$ cat src/rtl/bsg_credit_rr_arbiter.sv
// Credit-gated round-robin arbiter: grants one requester per cycle while the
// downstream credit pool is non-empty; returned credits saturate with a sticky overflow flag.
module bsg_credit_rr_arbiter #(
   parameter int unsigned els_p          = 4,
   parameter int unsigned max_credits_p  = 9,
   parameter int unsigned init_credits_p = 9
) (
   input  logic                       clk_i,
   input  logic                       reset_i,
   input  logic [els_p-1:0]           reqs_i,
   input  logic                       ready_i,
   input  logic                       credit_i,
   output logic [els_p-1:0]           grants_o,
   output logic [$clog2(els_p)-1:0]   tag_o,
   output logic                       v_o,
   output logic [3:0]                 credits_o,
   output logic                       overflow_o
);

   localparam int unsigned tag_width_lp = $clog2(els_p);

   logic [tag_width_lp-1:0] ptr_r;
   logic [tag_width_lp-1:0] sel;
   logic [tag_width_lp-1:0] cand;
   logic                    hit;
   logic [3:0]              credits_r;
   logic                    overflow_r;
   logic                    transfer;

   // Scan from the pointer upward, wrapping, and keep the first asserted request.
   always_comb begin
      int unsigned idx;
      idx  = 0;
      cand = '0;
      sel  = '0;
      hit  = 1'b0;
      for (int unsigned i = 0; i < els_p; i++) begin
         idx = 32'(ptr_r) + i;
         if (idx >= els_p) idx = idx - els_p;
         cand = tag_width_lp'(idx);
         if (!hit && reqs_i[cand]) begin
            hit = 1'b1;
            sel = cand;
         end
      end
   end

   // Grants depend only on the registered count, so a same-cycle credit cannot unblock them.
   assign v_o      = ~reset_i & hit & (credits_r != 4'd0);
   assign tag_o    = v_o ? sel : '0;
   assign transfer = v_o & ready_i;

   always_comb begin
      grants_o = '0;
      if (v_o) grants_o[sel] = 1'b1;
   end

   always_ff @(posedge clk_i) begin
      if (reset_i) begin
         ptr_r      <= '0;
         credits_r  <= 4'(init_credits_p);
         overflow_r <= 1'b0;
      end else begin
         if (transfer)
            ptr_r <= (32'(sel) == els_p - 1) ? '0 : sel + 1'b1;
         if (credit_i && !transfer && credits_r == 4'(max_credits_p))
            overflow_r <= 1'b1;
         else
            credits_r <= credits_r - {3'b000, transfer} + {3'b000, credit_i};
      end
   end

   assign credits_o  = credits_r;
   assign overflow_o = overflow_r;

endmodule

$ cat config.mk
export PLATFORM = sky130hd
export DESIGN_NAME = bsg_credit_rr_arbiter
export DESIGN_NICKNAME = d
export VERILOG_FILES = /design/src/rtl/bsg_credit_rr_arbiter.sv
export SDC_FILE = /design/constraint.sdc
export NUM_CORES = 1
export LEC_CHECK = 0
export ABC_AREA = 1
export BUFFER_PORTS_ARGS = -buffer_cell sky130_fd_sc_hd__clkbuf_2
export CORE_MARGIN = 2
export CORE_UTILIZATION = 52
export CTS_CLUSTER_DIAMETER = 150
export DETAILED_ROUTE_END_ITERATION = 7
export PLACE_DENSITY_LB_ADDON = 0.3
export SYNTH_ARGS = -nofsm -noshare
export SYNTH_HDL_FRONTEND = slang
export SYNTH_SLANG_ARGS = --single-unit
$ cat constraint.sdc
create_clock -name clk_i -period 3.29 [get_ports clk_i]
set_clock_uncertainty 0.2 [all_clocks]
set_input_delay 0.1645 -clock clk_i [delete_from_list [all_inputs] [get_ports clk_i]]
set_output_delay 0.1645 -clock clk_i [all_outputs]
set_load 0.005 [all_outputs]
==> flow_summary_export.csv <==
group,metric,value,unit
critical_path,arrival,2840,ps
critical_path,critPathRequiredTime,3230,ps
clock_network,cts_max_level,1,
yosys,synthCells,121,
timing,hold-worst-slack,59.51,ps
final_layout,layout.cells.non_filler,160,
timing,peak_clock_frequency_supported_by_timing,0.3452,GHz
critical_path,setup.worst_path.class,"flop to flop",
global_route,grt_first_pass_wirelength,2615,um
drt,routedWlPerCell,9.488,um
final_layout,layout_common_cells,"nand2_1 (31), inv_1 (20), clkbuf_2 (19)",
final_layout,util_after_layout,0.6479,
drt,route.final.wire_length,1518,um
drt,avgViaCountPerCell,4.975,
place,port_buffers,19,
yosys,syn_area,824.5,um^2
yosys,syn_area_per_cell,6.814,um^2
global_route,antenna_violations_before_repair,0,
drt,top_layer_used,"met3",
timing,final_period_minus_worst_setup_slack,2897,ps
final_layout,layout-drive-gt1-share,0.2917,
floorplanning,num_io_pins,20,
timing,worst_case_headroom_to_the_max_slew_limit,0.7528,
yosys,postSynthNetCount,140,
yosys,synth-seq-area-share,0.1700,
critical_path,worst-path-buf-inv,2,
place,dpl_cell_area,928.4,um^2
floorplanning,core_area,1489,um^2
place,finalWeightedCongestion,0.8637,
critical_path,cp_slowest_stage_delay,540,ps
drt,vias,796,
floorplanning,die-area,1920,um^2
drt,wl_met2,669,um
critical_path,cp_cell_sequence,"nand2_1 -> nand3_2 -> nand2_2 -> nor2_8 -> nand3_4 -> nand3_4 -> inv_1 -> ha_1 -> inv_1 -> ha_1 -> fa_1 -> xor2_1 -> a21oi_1 -> nor2_1",
global_route,vias_in_the_first_global_route,664,
floorplanning,floorplan.die.width,43.82,um
timing,worstMarginPinSlew,370.4,ps
drt,met1_length,755,um
clock_network,worst_setup_hold_path_clk_slew,50,ps
flow_run,maxCapViolCount,0,
outcome,run_status,"completed",
power_and_ir_drop,power_per_cell_area,644.6,nW/um^2
timing,hold_violations,0,
place,dp_slack,414.4,ps
drt,drt_iter0_markers,20,
drt,drt_pass1_iterations,4,
final_layout,finish.instance_area,964.7,um^2
power_and_ir_drop,vdd.ir_drop.worst,0.0003728,V
yosys,synth.lib_cells_used.distinct,25,
place,place.detailed.instances,155,
global_route,grt_max_degree,10,
final_layout,antenna_cells_inserted,0,
timing,rsz_0062_raised_after_global_routing,"no",
clock_network,cts_buffers,3,
drt,antenna_left,0,
clock_network,clkLatencyLatePin,240,ps
global_route,grt_overflow_total,0,
final_layout,nets,164,
critical_path,worst_path_dominant_cell_family,"adder cells",
timing,timing.final.setup_violations,0,
clock_network,clock_path_buffers,2,
critical_path,startpoint_kind_of_the_worst_setup_timing_path,"flop",
clock_network,cts.sink_count,7,
power_and_ir_drop,report.power.total,0.6218,mW
timing,postLayoutSetupSlackWorst,393.3,ps
timing,finalMaxSlewViolations,0,
drt,met3WireLength,93,um
final_layout,commonest_non_fill_non_tap_cell_in_the_layout,"nand2_1",
timing,timing.setup.tns,0,ps
drt,count_of_unresolved_drc_violations_after_routing,0,
floorplanning,die-height,43.82,um
yosys,synthesis.yosys.warnings,0,
critical_path,worstPathMaxFanout,9,
clock_network,cts-resized-gates,0,
place,hpwlAfterDp,1272,um
clock_network,cell_at_the_root_of_the_clock_tree,"clkbuf_4",
final_layout,flow.area_growth_from_synthesis,17.00,%
critical_path,timing.critical_path.slowest_stage_cell,"dfxtp_1",
critical_path,critical_path_end_type,"flop",
yosys,synthesis_stage_register_bit_count,7,
floorplanning,initial_core_util,0.5538,
floorplanning,num_rows,14,
power_and_ir_drop,static-leakage-power,0.5570,nW
critical_path,ff2ff_setup_slack,390,ps
timing,min_period_over_period,0.8805,
hold_path,holdCritPathClass,"primary input to flop",
clock_network,tritoncts_clock_tree,"yes",
global_route,grt.total_usage,0.1779,
## routing by layer
| metal | track usage | vias to the layer above |
|---|---|---|
| li1 | - | 421 |
| met1 | 0.2456 | 342 |
| met2 | 0.2853 | 33 |
| met3 | 0.01250 | 0 |
| met4 | 0.07273 | 0 |
| met5 | 0 | - |
## power breakdown
part	internal [mW]	switching, mW
clock network	0.0461	0.0291
logic	0.172	0.243
registers	0.110	0.0208
## logic make-up after synthesis
family	Yosys count	synth area share
DFF	7	0.1699
and+or+nand+nor	72	0.4552
adders and majority gates	11	0.1760
buffers and inverters	23	0.1229
AOI/OAI and AO/OA	6	0.05464
xor gates and xnor gates	2	0.02125
## what timing repair did
item	in CTS	in global routing
buffers inserted	0	0
hold endpoints to repair	3	0
hold buffers	1	0
## path summary, 6_finish.rpt
kind / depth (start not counted) / from / to
hold / removal: 4 / credit_i / credits_o[0]$_SDFFE_PP1N_
setup / recovery: 14 / ptr_r[0]$_SDFFE_PP0P_ / credits_o[2]$_SDFFE_PP0N_
setup reg to reg: 14 / ptr_r[0]$_SDFFE_PP0P_ / credits_o[2]$_SDFFE_PP0N_
hold reg to reg: 2 / overflow_o$_SDFFE_PP0P_ / overflow_o$_SDFFE_PP0P_
## sequential cells by signal (all words and copies together), names as in the netlist
signal	cells
overflow_o	1
credits_o	4
ptr_r	2
## worst register-to-register path, stage by stage, from the launching register on
cell     delay (ps)
dfxtp_1         540
nand2_1         180
nand3_2         140
nand2_2         100
nor2_8          150
nand3_4          90
nand3_4         120
inv_1            60
ha_1            260
inv_1            40
ha_1            200
fa_1            380
xor2_1          180
a21oi_1         110
nor2_1           50
## synthesized netlist by cell type
library cell / count / area, um^2
a21oi_1: 2 / 10.01
a21oi_2: 1 / 8.760
a31oi_1: 1 / 6.260
and2_4: 1 / 8.760
buf_6: 1 / 11.26
dfxtp_1: 7 / 140.1
fa_1: 1 / 20.02
ha_1: 10 / 125.1
inv_1: 20 / 75.07
inv_2: 1 / 3.750
inv_8: 1 / 11.26
nand2_1: 31 / 116.4
nand2_2: 9 / 56.30
nand2_4: 1 / 11.26
nand3_1: 10 / 50.05
nand3_2: 1 / 10.01
nand3_4: 2 / 35.03
nand4_1: 2 / 12.51
nor2_1: 13 / 48.80
nor2_2: 1 / 6.260
nor2_8: 1 / 20.02
o211ai_2: 1 / 12.51
o21a_1: 1 / 7.510
xnor2_1: 1 / 8.760
xor2_1: 1 / 8.760
## layout make-up
type,count,area [um^2]
Inverter,22,90.09
Clock buffer,4,26.28
Multi-Input combinational cell,91,583.1
Fill cell,137,524.3
Tap cell,16,20.02
Sequential cell,7,140.1
Timing Repair Buffer,20,105.1
(Power assumes the default switching activity.)
